$ cat config.mk
export PLATFORM = sky130hd
export DESIGN_NAME = period_meter_flat
export DESIGN_NICKNAME = d
export VERILOG_FILES = /design/src/rtl/period_if.sv /design/src/rtl/period_meter.sv /design/src/flat_wrapper.sv
export SDC_FILE = /design/constraint.sdc
export NUM_CORES = 1
export LEC_CHECK = 0
export ABC_AREA = 1
export BUFFER_PORTS_ARGS = -buffer_cell sky130_fd_sc_hd__buf_2
export CORE_MARGIN = 2
export CORE_UTILIZATION = 35
export CTS_CLUSTER_DIAMETER = 150
export DETAILED_ROUTE_END_ITERATION = 10
export SYNTH_ARGS = -nofsm -noshare
export SYNTH_HDL_FRONTEND = slang
export SYNTH_SLANG_ARGS = --single-unit
$ cat constraint.sdc
create_clock -name clk -period 2.35 [get_ports clk]
set_clock_uncertainty 0.15 [all_clocks]
set_input_delay 0.235 -clock clk [delete_from_list [all_inputs] [get_ports clk]]
set_output_delay 0.235 -clock clk [all_outputs]
set_load 0.1 [all_outputs]
$ cat src/rtl/period_if.sv
// Sample/threshold inputs and measurement outputs of the period meter.
// The master drives the samples and the slave returns the trigger and period.
interface period_if #(
    parameter int unsigned DATA_W = 12,
    parameter int unsigned CNT_W  = 24
);
    logic              sample_valid;
    logic [DATA_W-1:0] data_in;
    logic [DATA_W-1:0] mean;
    logic [DATA_W-1:0] amp;
    logic              trig;
    logic [CNT_W-1:0]  period;
    logic              period_valid;
    logic              no_signal;

    modport master (
        output sample_valid, data_in, mean, amp,
        input  trig, period, period_valid, no_signal
    );

    modport slave (
        input  sample_valid, data_in, mean, amp,
        output trig, period, period_valid, no_signal
    );
endinterface

$ cat src/rtl/period_meter.sv
// Hysteresis trigger on rising mean-crossings, averaged period measurement
// in clk cycles, and loss-of-signal detection.
module period_meter #(
    parameter int unsigned DATA_W     = 12,
    parameter int unsigned CNT_W      = 24,
    parameter int unsigned TIMEOUT    = 1000000,
    parameter int unsigned HYST_SHIFT = 2,
    parameter int unsigned AVG_LOG2   = 2
) (
    input logic     clk,
    input logic     rst_n,
    period_if.slave bus
);
    localparam int unsigned AccW  = CNT_W + AVG_LOG2;
    localparam int unsigned PcntW = AVG_LOG2 + 1;
    localparam logic [CNT_W-1:0] CntMax     = '1;
    localparam logic [CNT_W-1:0] TimeoutVal = CNT_W'(TIMEOUT);
    localparam logic [PcntW-1:0] PcntLast   = PcntW'((1 << AVG_LOG2) - 1);

    typedef enum logic [1:0] {StIdle, StArmed, StHigh} state_e;

    state_e state_q, state_d;

    logic [CNT_W-1:0] cnt_q, cnt_d;
    logic [AccW-1:0]  acc_q, acc_d, acc_total;
    logic [PcntW-1:0] pcount_q, pcount_d;
    logic             first_q, first_d;
    logic             trig_q, trig_d;
    logic [CNT_W-1:0] period_q, period_d;
    logic             pv_q, pv_d;
    logic             nosig_q, nosig_d;

    logic [DATA_W-1:0] hyst_raw, hyst, hi, lo;
    logic [DATA_W:0]   hi_sum, lo_diff;
    logic              at_lo, at_hi, crossing, timeout;

    // Thresholds clamp to the sample range instead of wrapping.
    always_comb begin
        hyst_raw = bus.amp >> HYST_SHIFT;
        hyst     = (hyst_raw == '0) ? DATA_W'(1) : hyst_raw;
        hi_sum   = {1'b0, bus.mean} + {1'b0, hyst};
        lo_diff  = {1'b0, bus.mean} - {1'b0, hyst};
        hi       = hi_sum[DATA_W] ? '1 : hi_sum[DATA_W-1:0];
        lo       = lo_diff[DATA_W] ? '0 : lo_diff[DATA_W-1:0];
        at_lo    = bus.data_in <= lo;
        at_hi    = bus.data_in >= hi;
    end

    always_ff @(posedge clk or negedge rst_n) begin
        if (!rst_n) begin
            state_q <= StIdle;
        end else begin
            state_q <= state_d;
        end
    end

    always_comb begin
        state_d = state_q;
        if (bus.sample_valid) begin
            unique case (state_q)
                StIdle:  if (at_lo) state_d = StArmed;
                StArmed: if (at_hi) state_d = StHigh;
                StHigh:  if (at_lo) state_d = StArmed;
                default: state_d = StIdle;
            endcase
        end
        if (timeout) state_d = StIdle;
    end

    // A crossing on the timeout cycle takes priority over the timeout.
    always_comb begin
        crossing = bus.sample_valid && (state_q == StArmed) && at_hi;
        timeout  = !crossing && (cnt_q == TimeoutVal);
    end

    always_comb begin
        cnt_d     = cnt_q;
        acc_d     = acc_q;
        pcount_d  = pcount_q;
        first_d   = first_q;
        period_d  = period_q;
        pv_d      = 1'b0;
        nosig_d   = nosig_q;
        trig_d    = crossing;
        acc_total = acc_q + AccW'(cnt_q);
        if (crossing) begin
            cnt_d = CNT_W'(1);
            if (first_q) begin
                first_d = 1'b0;
            end else if (pcount_q == PcntLast) begin
                period_d = CNT_W'(acc_total >> AVG_LOG2);
                pv_d     = 1'b1;
                nosig_d  = 1'b0;
                acc_d    = '0;
                pcount_d = '0;
            end else begin
                acc_d    = acc_total;
                pcount_d = pcount_q + PcntW'(1);
            end
        end else if (timeout) begin
            nosig_d  = 1'b1;
            cnt_d    = '0;
            acc_d    = '0;
            pcount_d = '0;
            first_d  = 1'b1;
        end else if (!first_q && (cnt_q != CntMax)) begin
            cnt_d = cnt_q + CNT_W'(1);
        end
    end

    always_ff @(posedge clk or negedge rst_n) begin
        if (!rst_n) begin
            cnt_q    <= '0;
            acc_q    <= '0;
            pcount_q <= '0;
            first_q  <= 1'b1;
            trig_q   <= 1'b0;
            period_q <= '0;
            pv_q     <= 1'b0;
            nosig_q  <= 1'b1;
        end else begin
            cnt_q    <= cnt_d;
            acc_q    <= acc_d;
            pcount_q <= pcount_d;
            first_q  <= first_d;
            trig_q   <= trig_d;
            period_q <= period_d;
            pv_q     <= pv_d;
            nosig_q  <= nosig_d;
        end
    end

    assign bus.trig         = trig_q;
    assign bus.period       = period_q;
    assign bus.period_valid = pv_q;
    assign bus.no_signal    = nosig_q;
endmodule

$ cat src/flat_wrapper.sv
// flat-port wrapper written by rule: the top's interface ports become plain ports
module period_meter_flat 
#(
    parameter int unsigned DATA_W     = 12,
    parameter int unsigned CNT_W      = 24,
    parameter int unsigned TIMEOUT    = 1000000,
    parameter int unsigned HYST_SHIFT = 2,
    parameter int unsigned AVG_LOG2   = 2
)
  (clk, rst_n, bus_sample_valid, bus_data_in, bus_mean, bus_amp, bus_trig, bus_period, bus_period_valid, bus_no_signal);
  period_if #(.DATA_W(DATA_W), .CNT_W(CNT_W)) bus_i ();
  input logic clk;
  input logic rst_n;
  input wire logic [$bits(bus_i.sample_valid)-1:0] bus_sample_valid;
  input wire logic [$bits(bus_i.data_in)-1:0] bus_data_in;
  input wire logic [$bits(bus_i.mean)-1:0] bus_mean;
  input wire logic [$bits(bus_i.amp)-1:0] bus_amp;
  output wire logic [$bits(bus_i.trig)-1:0] bus_trig;
  output wire logic [$bits(bus_i.period)-1:0] bus_period;
  output wire logic [$bits(bus_i.period_valid)-1:0] bus_period_valid;
  output wire logic [$bits(bus_i.no_signal)-1:0] bus_no_signal;
  assign bus_i.sample_valid = bus_sample_valid;
  assign bus_i.data_in = bus_data_in;
  assign bus_i.mean = bus_mean;
  assign bus_i.amp = bus_amp;
  assign bus_trig = bus_i.trig;
  assign bus_period = bus_i.period;
  assign bus_period_valid = bus_i.period_valid;
  assign bus_no_signal = bus_i.no_signal;
  period_meter #(.DATA_W(DATA_W), .CNT_W(CNT_W), .TIMEOUT(TIMEOUT), .HYST_SHIFT(HYST_SHIFT), .AVG_LOG2(AVG_LOG2)) u_core (.clk(clk), .rst_n(rst_n), .bus(bus_i));
endmodule
==> out/qor.yml, run 1 <==
outcome: "finished with violations"
violations: "setup timing"
crit_buf_inv: 5
yosysSeqAreaShare: 0.282
clockPowerShare: 0.247
pin_count: 66
drive_gt1_frac: 0.256
cp_max_fo: 8
synth_nets: 1192
synth_top_cell_area_share: 0.275
setup_viol: 83
first_global_vias: 6894
root_buffer: "clkbuf_16"
vdd_drop_max_v: 0.000349
cts_buffers: 9
die_area_sq_mm: 0.0222
power.switching_uw: 2890
cp.depth: 26
netlist_top_cells_area: "dfrtp_1 27%, nand2_1 19%, ha_1 12%, inv_1 5.6%, nor2_1 4.7%"
grt_max_degree: 46
synth.distinct_cells: 50
worst_r2r_path_depth: 10
cts_tree: "done"
start_kind: "input port"
dr.first_iter.drc_count: 309
overflow: 0
cts.sinks: 83
intPower_uw: 3910
routed_wl_mm: 21.4
synthMuxAreaShare: 0
max_freq_mhz: 295
area.growth.synth_to_final_pct: 30.4
placed_cells: 1501
gp_congestion: 0.942
synth-edff-count: 0
rsz0062_at_grt: "yes"
syn_avg_cell_area_sq_um: 6.83
utilization: 0.462
viasPerCell: 4.86
arrival_ns: 3.51
slew-limit-headroom: 0.653
final_cells: 1532
die_y_microns: 149
cts.clk_slew.worst_paths_ns: 0.07
min_period_over_period: 1.44
finalNetCount: 1365
end_kind: "flop"
initial_core_util: 0.354
critPathSlowestCell: "nor4_4"
insertion_delay_ns: 0.34
ant_nets: 0
die_x_microns: 149
hp-class: "input port to flop"
portBuffers: 63
setup_tns_ns: -79.24
tightest_slew_ns: 0.521
grt_usage: 0.188
path_class: "input port to flop"
vias: 7440
whs_path_depth: 4
drc: 0
ys_ff_latch: 83
wl_per_cell_microns: 14.0
synth_xor_area_frac: 0.0380
swShare: 0.425
num_rows: 53
cts_buffer_depth: 2
nFillCells: 2123
crit_family: "simple AND/OR/NAND/NOR gates"
hold_viol: 0
synth_fa_ha_area_frac: 0.129
drv_cap: 0
synth_most_common_cell: "nand2_1"
fin_ws_ns: -1.04
firstDrtPassIters: 5
leakagePower_uw: 0.00521
grt_pass1_wl_mm: 33.4
power_density_mw_per_mm2: 707
ys.flop_type: "dfrtp_1"
p_seq_frac: 0.282
combPwrFrac: 0.471
required_ns: 2.47
async_reset_ff_frac: 1.00
grt_antenna_before_repair: 0
path_common_cell: "buf_6"
drv_slew: 0
slowest_delay_ns: 0.28
synth_top_area_cell: "dfrtp_1"
cts.htree.levels: 3
yosys_warnings: 0
diodes: 0
synth_compound_area_frac: 0.0867
synth-simple-area-share: 0.383
synth_top_family_by_area: "simple AND/OR/NAND/NOR gates"
synthCells: 1079
layout_min_cycle_time_ns: 3.39
core_sq_mm: 0.0208
dp_hpwl_mm: 16.7
synth_common_cells: "372 x nand2_1, 109 x inv_1, 93 x nor2_1"
syn_area_sq_mm: 0.00737
==> sequential cells by signal (all words and copies together), names as in the netlist <==
register / cells
u_core.state_q: 2
u_core.first_q: 1
u_core.bus.trig: 1
u_core.bus.no_signal: 1
u_core.acc_q: 26
u_core.bus.period_valid: 1
u_core.cnt_q: 24
u_core.pcount_q: 3
u_core.bus.period: 24
==> layout make-up <==
| class | instances | area (sq um) | area share |
|---|---|---|---|
| repair inverters | 1 | 8.76 | 0.000911 |
| clock buffers | 10 | 239 | 0.0249 |
| flip-flops and latches | 83 | 2080 | 0.216 |
| multi-input cells | 854 | 4970 | 0.517 |
| inverters | 119 | 494 | 0.0514 |
| clock inverters | 6 | 113 | 0.0117 |
| well taps | 275 | 344 | 0.0358 |
| repair buffers | 184 | 1370 | 0.142 |
==> timing repair <==
item	4_1_cts	5_1_grt
pin swaps	19	27
hold buffers	1	0
endpoints found under the hold margin	38	0
setup endpoints to repair	83	83
resized for setup	35	43
cloned	2	3
setup buffers	10	1
==> through the flow <==
| step | hold slack (ns) | power, uW | cell area, sq um | setup WS (ns) |
|---|---|---|---|---|
| global placement | 0.0889 | 4890 | 8820 | -1.45 |
| floorplan | -0.211 | 3960 | 7490 | -0.911 |
| global route | 0.163 | 7210 | 9610 | -1.26 |
| detailed placement | 0.0917 | 4910 | 8820 | -1.50 |
| finish | 0.134 | 6800 | 9610 | -1.04 |
| CTS | 0.139 | 6700 | 9370 | -1.05 |
==> cell usage in the layout, fill, tap and decap left out, types with 22 or more instances in the layout <==
cell type | Yosys | final
o21ai_0 | 37 | 28
nand2_2 | 23 | 42
a21oi_1 | 60 | 57
nand3_1 | 68 | 65
xor2_1 | 26 | 26
ha_1 | 71 | 66
dfrtp_1 | 81 | 81
nor2_1 | 93 | 86
inv_1 | 109 | 107
nand4_1 | 22 | 22
buf_2 | 9 | 60
nand2_1 | 372 | 351
buf_4 | 1 | 105
==> power groups by stage <==
stage	Sequential [uW]	Combinational (uW)	Clock, uW
after global routing	1940	3500	1770
after detailed placement	1940	2970	0
after global placement	1940	2950	0
final	1920	3200	1680
after floorplan	2320	1640	0
after CTS	1920	3090	1690
==> cell families after synthesis <==
family	count (synthesis)
simple gates	631
fa+ha+maj	74
compound gates	116
xor+xnor	32
flops	83
buf+inv	143
==> tightest hold or removal path: cells and delay by family <==
family                 cells  cell delay [ns]
AO/OA/AOI/OAI              1             0.11
AND/OR/NAND/NOR            2             0.13
buffers and inverters      1             0.10
==> worst paths after layout <==
check,from,endpoint,slack [ns]
setup / recovery,bus_amp[8],u_core.cnt_q[9],-1.04
hold / removal,bus_sample_valid,u_core.state_q[0],0.13
setup reg to reg,u_core.cnt_q[0],u_core.acc_q[12],-0.03
hold reg to reg,u_core.bus.period[17],u_core.bus.period[17],0.31
max in group asynchronous,rst_n,u_core.first_q,1.10
min in group asynchronous,rst_n,u_core.bus.period[7],0.26
==> per-layer routing <==
metal,vias up,share of wire,GRT usage
li1,3813,-,-
met5,-,0,0
met4,0,0.033,0.0662
met1,3425,0.44,0.236
met2,163,0.50,0.335
met3,39,0.034,0.0187
No activity file was read; power rests on OpenSTA's default activity.
==> run 2: changes to the inputs <==
--- a/config.mk
+++ b/config.mk
@@ -11,6 +11,7 @@
 export CORE_UTILIZATION = 35
 export CTS_CLUSTER_DIAMETER = 150
 export DETAILED_ROUTE_END_ITERATION = 10
+export PLACE_DENSITY = 0.56
 export SYNTH_ARGS = -nofsm -noshare
 export SYNTH_HDL_FRONTEND = slang
 export SYNTH_SLANG_ARGS = --single-unit
==> out/qor.yml, run 2 (synthesis gave the netlist of run 1 again) <==
portBuffers: 63  # unchanged
wl_per_cell_microns: 14.8  # +5.5%
cts_buffer_depth: 2  # unchanged
path_cells: "buf_8 > nor4_4 > a31o_2 > buf_6 > ha_4 > fa_2 > nand2_2 > o21ai_4 > nand4_1 > nand3_4 > nor2_2 > ha_4 > nand2_4 > nor2_4 > nand2_2 > nor2_2 > nand2_2 > nand2_4 > buf_12 > nand2_4 > nor3_4 > buf_12 > nand3_2 > nand2_2"
die_y_microns: 149  # unchanged
final_cell_mix: "346 x nand2_1, 111 x buf_4, 107 x inv_1"
grt_usage: 0.205  # +0.0175
violations: "setup timing"
largest_register_ffs: 26  # unchanged
end_kind: "flop"
regToRegEndpoint: "u_core.bus.period[4]"
top_register: "u_core.acc_q"
hp-class: "input port to flop"
dr.first_iter.drc_count: 381  # +23%
grt_pass1_wl_mm: 36.3  # +8.5%
die_area_sq_mm: 0.0222  # unchanged
start_kind: "input port"
setup_viol: 83  # unchanged
power_density_mw_per_mm2: 683  # -3.4%
viasPerCell: 4.84  # -0.44%
die_x_microns: 149  # unchanged
layout.cells.most_common: "nand2_1"
outcome: "finished with violations"
finalPower_uw: 6700  # -1.4%
drv_slew: 0  # unchanged
critPathSlowestCell: "nor4_4"
dp_hpwl_mm: 17.4  # +4.2%
cts.clk_slew.worst_paths_ns: 0.07  # about the same
first_global_vias: 7309  # +6.0%
area.growth.synth_to_final_pct: 33.2
whs_ns: 0.105  # -0.0288 ns
leakagePower_uw: 0.00525  # +0.77%
rsz0062_at_grt: "yes"
crit_buf_inv: 4  # -1
drc: 0  # unchanged
slew-limit-headroom: 0.627  # -0.0259
slowest_delay_ns: 0.30  # +0.02 ns
vias: 7475  # +0.47%
hold_path.startpoint: "bus_sample_valid"
min_period_over_period: 1.49  # +0.0519
insertion_delay_ns: 0.36  # +0.02 ns
cts.htree.levels: 3  # unchanged
num_rows: 53  # unchanged
tightest_slew_ns: 0.558  # +0.0376 ns
final_cells: 1546  # +0.91%
r2r-start: "u_core.cnt_q[0]"
whs_path_depth: 4  # unchanged
routed_wl_mm: 22.8  # +6.5%
hold_viol: 0  # unchanged
worst_r2r_path_depth: 10  # unchanged
core_sq_mm: 0.0208  # unchanged
drive_gt1_frac: 0.277  # +0.0208
diodes: 0  # unchanged
cts.sinks: 83  # unchanged
overflow: 0  # unchanged
utilization: 0.471  # +0.00973
cts_buffers: 9  # unchanged
path_common_cell: "nand2_2"
finalNetCount: 1379  # +1.0%
crit_family: "simple AND/OR/NAND/NOR gates"
layout_min_cycle_time_ns: 3.51  # +0.122 ns
holdPathEnd: "u_core.state_q[0]"
drv_cap: 0  # unchanged
setup_tns_ns: -88.53  # -9.29 ns
ant_nets: 0  # unchanged
firstDrtPassIters: 5  # unchanged
path_class: "input port to flop"
pin_count: 66  # unchanged
grt_max_degree: 51  # +11%
cts_tree: "done"
root_buffer: "clkbuf_16"
arrival_ns: 3.66  # +0.15 ns
r2r_slack_ns: -0.03  # about the same
initial_core_util: 0.354  # unchanged
fin_ws_ns: -1.16  # -0.122 ns
vdd_drop_max_v: 0.000449  # +29%
required_ns: 2.50  # +0.03 ns
max_freq_mhz: 285  # -3.5%
grt_antenna_before_repair: 0  # unchanged
placed_cells: 1503  # +0.13%
gp_congestion: 0.904  # -4.0%
cp_max_fo: 15  # +7
run 2: cell count changes in the layout (fill, tap and decap cells not counted), moves of 4 or more:
cell     before  now
nor2_2        7   11
nand2_1     351  346
buf_4       105  111
inv_8         1    5
nor2_1       86   80
nand2_2      42   47
inv_6         1    5
run 2: power by group:
group	internal (uW)	total (uW)	leakage, uW	switching, uW
sequential	1680	1940	0.00113	258
clock	841	1500	0.000147	655
combinational	1190	3270	0.00397	2080
total	3710	6700	0.00525	2990
run 2: cell type report:
type / instances / area (sq um)
clock buffers: 9 / 225
clock inverters: 7 / 81.3
fillers: 2124 / 11000
inverters: 119 / 504
multi-input cells: 856 / 5070
flip-flops and latches: 83 / 2080
well taps: 275 / 344
repair buffers: 192 / 1460
repair inverters: 5 / 53.8
run 2: tightest hold or removal path, delay by kind of cell:
family / cells / cell delay (ns)
AO/OA/AOI/OAI: 1 / 0.10
AND/OR/NAND/NOR: 2 / 0.12
buffers and inverters: 1 / 0.11
run 2: how the worst max path moves through the flow:
| stage | cells after the start | end | from |
|---|---|---|---|
| 2_1_floorplan | 24 | u_core.acc_q[1] | bus_amp[5] |
| 3_3_place_gp | 25 | u_core.acc_q[6] | bus_amp[9] |
| 3_5_place_dp | 25 | u_core.acc_q[6] | bus_amp[9] |
| 4_1_cts | 26 | u_core.acc_q[6] | bus_amp[9] |
| 5_1_grt | 24 | u_core.acc_q[15] | bus_amp[8] |
| 6_report | 24 | u_core.acc_q[15] | bus_amp[8] |
run 2: what timing repair did:
item,in CTS,in global routing
buffers inserted,11,5
cloned,6,5
resized for setup,62,47
hold buffers,1,0
pin swaps,19,41
hold endpoints to repair,33,0
endpoints found under the setup margin,83,83
run 2: metal layers:
metal | track usage | vias to the layer above | share of wire
li1 | - | 3855 | -
met1 | 0.271 | 3466 | 0.46
met2 | 0.360 | 129 | 0.48
met3 | 0.0263 | 25 | 0.036
met4 | 0.0429 | 0 | 0.017
met5 | 0 | - | 0
run 2: per-stage QoR:
| step | instance area [sq um] | setup slack (ns) |
|---|---|---|
| floorplan | 7490 | -0.911 |
| global placement | 8840 | -1.56 |
| detailed placement | 8840 | -1.58 |
| CTS | 9490 | -1.12 |
| global route | 9810 | -1.38 |
| finish | 9810 | -1.16 |
==> run 3: changes to the inputs <==
--- a/config.mk
+++ b/config.mk
@@ -5,13 +5,13 @@
 export SDC_FILE = /design/constraint.sdc
 export NUM_CORES = 1
 export LEC_CHECK = 0
-export ABC_AREA = 1
 export BUFFER_PORTS_ARGS = -buffer_cell sky130_fd_sc_hd__buf_2
 export CORE_MARGIN = 2
 export CORE_UTILIZATION = 35
 export CTS_CLUSTER_DIAMETER = 150
 export DETAILED_ROUTE_END_ITERATION = 10
 export PLACE_DENSITY = 0.56
+export SLEW_MARGIN = 40
 export SYNTH_ARGS = -nofsm -noshare
 export SYNTH_HDL_FRONTEND = slang
 export SYNTH_SLANG_ARGS = --single-unit
==> out/qor.yml, run 3 <==
outcome: "finished with violations"
violations: "setup timing"
synth_common_cells: "81 x dfrtp_1, 71 x ha_1, 60 x nor2_1"
grt_usage: 0.184  # -0.0209
required_ns: 2.42  # -0.08 ns
routed_wl_mm: 17.8  # -22%
die_area_sq_mm: 0.0191  # -14%
swShare: 0.336  # -0.110
fin_ws_ns: -1.94  # -0.779 ns
synth_nets: 774  # -35%
die_x_microns: 138  # -7.4%
diodes: 0  # unchanged
power_density_mw_per_mm2: 638  # -6.6%
firstDrtPassIters: 4  # -1
dp_worst_setup_slack_ns: -2.57  # -0.988 ns
intPower_uw: 4000  # +7.7%
power.switching_uw: 2020  # -32%
cts.clk_slew.worst_paths_ns: 0.07  # about the same
seqCellArea_sq_mm: 0.00208  # unchanged
crit_family: "compound AO/OA/AOI/OAI gates"
dr.first_iter.drc_count: 154  # -60%
vdd_drop_max_v: 0.000490  # +9.2%
drc: 0  # unchanged
ant_nets: 0  # unchanged
grt_pass1_wl_mm: 29.5  # -19%
insertion_delay_ns: 0.34  # -0.02 ns
synthCells: 661  # -39%
cts_tree: "done"
syn_avg_cell_area_sq_um: 9.51  # +39%
yosysSeqAreaShare: 0.331  # +0.0486
rsz0062_at_grt: "yes"
final_cell_mix: "177 x buf_4, 81 x dfrtp_1, 65 x ha_1"
overflow: 0  # unchanged
gp_congestion: 0.873  # -3.5%
finalPower_uw: 6020  # -10%
path_common_cell: "o21ai_2"
first_global_vias: 6312  # -14%
ys_ff_latch: 83  # unchanged
netlist_top_cells_area: "dfrtp_1 32%, ha_1 14%, xor2_1 4.5%, mux2_4 4.3%, nor2_1 3.6%"
syn_area_sq_mm: 0.00629  # -15%
finalInstanceArea_sq_mm: 0.00945  # -3.7%
p_seq_frac: 0.285  # -0.004
end_kind: "flop"
core_sq_mm: 0.0178  # -15%
min_period_over_period: 1.83  # +0.331
synth_most_common_cell: "dfrtp_1"
nFillCells: 1590  # -25%
grt_antenna_before_repair: 1  # +1
cts_buffer_depth: 2  # unchanged
layout_min_cycle_time_ns: 4.29  # +0.779 ns
synth_top_cell_area_share: 0.322  # +0.0473
layout.cells.most_common: "buf_4"
finalNetCount: 1033  # -25%
setup_tns_ns: -143.52  # -54.99 ns
drv_slew: 0  # unchanged
slew-limit-headroom: 0.646  # +0.0187
dpl-instance-area_sq_mm: 0.00821  # -7.1%
cts_buffers: 9  # unchanged
path_class: "input port to flop"
num_rows: 49  # -7.5%
slowest_delay_ns: 0.29  # about the same
top_register: "u_core.acc_q"
hold_viol: 0  # unchanged
multi_input_area_sq_mm: 0.00442  # -13%
cts.htree.levels: 3  # unchanged
hp-class: "input port to flop"
grt_max_degree: 43  # -16%
ys.flop_type: "dfrtp_1"
dp_hpwl_mm: 12.9  # -26%
max_freq_mhz: 233  # -18%
setup_viol: 83  # unchanged
synth_top_area_cell: "dfrtp_1"
leakagePower_uw: 0.00487  # -7.2%
yosys_warnings: 0  # unchanged
crit_buf_inv: 3  # -1
die_y_microns: 138  # -7.4%
combPwrFrac: 0.425  # -0.063
viasPerCell: 5.12  # +6.0%
wl_per_cell_microns: 15.4  # +4.3%
area.growth.synth_to_final_pct: 50.2
synth.distinct_cells: 64  # +28%
cp_max_fo: 8  # -7
clockPowerShare: 0.290  # +0.067
root_buffer: "clkbuf_16"
drive_gt1_frac: 0.416  # +0.139
cts.sinks: 83  # unchanged
synth-edff-count: 0  # unchanged
vias: 5912  # -21%
start_kind: "input port"
path_cells: "buf_8 > nor4_4 > a41o_1 > ha_4 > fa_2 > nand2b_4 > a21oi_4 > o21bai_4 > a21oi_2 > o211ai_1 > a21boi_2 > o21bai_2 > and2_1 > ha_1 > and4_1 > o21ai_2 > o21ai_2 > a31oi_4 > or2_4 > inv_4 > and3_4 > clkbuf_16 > mux2_4"
portBuffers: 63  # unchanged
arrival_ns: 4.36  # +0.70 ns
drv_cap: 0  # unchanged
largest_register_ffs: 26  # unchanged
pin_count: 66  # unchanged
tightest_slew_ns: 0.531  # -0.0268 ns
initial_core_util: 0.354  # about the same
async_reset_ff_frac: 1.00  # unchanged
critPathSlowestCell: "ha_1"
==> run 3: cell types whose count changed in the layout (fill, tap and decap cells not counted), sizes merged, moves of 22 or more <==
cell and change:
a21o +22, a21oi -26, a22o +25, buf +76, inv -90, mux2 +25, nand2 -365, nand3 -54
nor2 -43
==> run 3: logic make-up (layout without fill, tap and decap cells) <==
logic type,count (synthesis),in the layout,synth area share
compound gates,174,175,0.199
xor+xnor,50,50,0.0696
fa+ha+maj,74,74,0.151
buf+inv,56,319,0.0372
flops,83,83,0.331
mux,27,27,0.0587
simple gates,197,197,0.154
==> run 3: power by group through the flow <==
stage / clock, uW / combinational, uW / sequential, uW
after floorplan: 0 / 1090 / 1920
after global placement: 0 / 2080 / 1730
after detailed placement: 0 / 2130 / 1730
after CTS: 1770 / 2510 / 1710
after global routing: 1840 / 2800 / 1730
final: 1750 / 2560 / 1720
==> run 3: layout make-up <==
| type | count | area share |
|---|---|---|
| clock buffer | 10 | 0.0242 |
| clock inverter | 6 | 0.0146 |
| inverter | 35 | 0.0142 |
| multi-input combinational | 523 | 0.468 |
| sequential | 83 | 0.220 |
| tap | 229 | 0.0303 |
| timing repair buffer | 268 | 0.229 |
==> run 3: worst register-to-register path: cells and delay by family (launching register included) <==
kind | cells | cell delay, ns
fa+ha+maj | 1 | 0.33
xor+xnor | 1 | 0.17
flops | 1 | 0.40
compound gates | 6 | 1.65
mux | 1 | 0.26
==> run 3: timing repair <==
item / in CTS / in global routing
resized for setup: 111 / 21
pin swaps: 58 / 31
endpoints found under the setup margin: 83 / 83
gates cloned: 6 / 2
buffers inserted: 16 / 5
endpoints found under the hold margin: 41 / 0
hold buffers: 1 / 0
==> run 3: path summary, 6_finish.rpt <==
check	cells after the start	end	slack [ns]	startpoint
max	23	u_core.bus.period[14]	-1.94	bus_amp[9]
min	3	u_core.state_q[1]	0.09	bus_sample_valid
max reg2reg	9	u_core.bus.period[23]	-0.72	u_core.acc_q[6]
min reg2reg	2	u_core.bus.no_signal	0.35	u_core.bus.no_signal
max in group asynchronous	3	u_core.bus.no_signal	1.10	rst_n
min in group asynchronous	2	u_core.acc_q[11]	0.27	rst_n
==> run 3: per-stage QoR <==
| stage | hold slack [ns] | cells | utilization |
|---|---|---|---|
| floorplan | -0.211 | 661 | - |
| global placement | 0.101 | 1110 | 0.462 |
| detailed placement | 0.114 | 1110 | 0.462 |
| CTS | 0.0857 | 1147 | 0.520 |
| global route | 0.102 | 1154 | 0.531 |
| finish | 0.0925 | 1154 | 0.531 |
==> run 3: metal layers <==
metal / vias to the layer above / global-route usage / share of wire
li1: 2928 / - / -
met1: 2845 / 0.213 / 0.42
met2: 105 / 0.347 / 0.53
met3: 32 / 0.0315 / 0.027
met4: 2 / 0.0569 / 0.021
met5: - / 0 / 0.00067
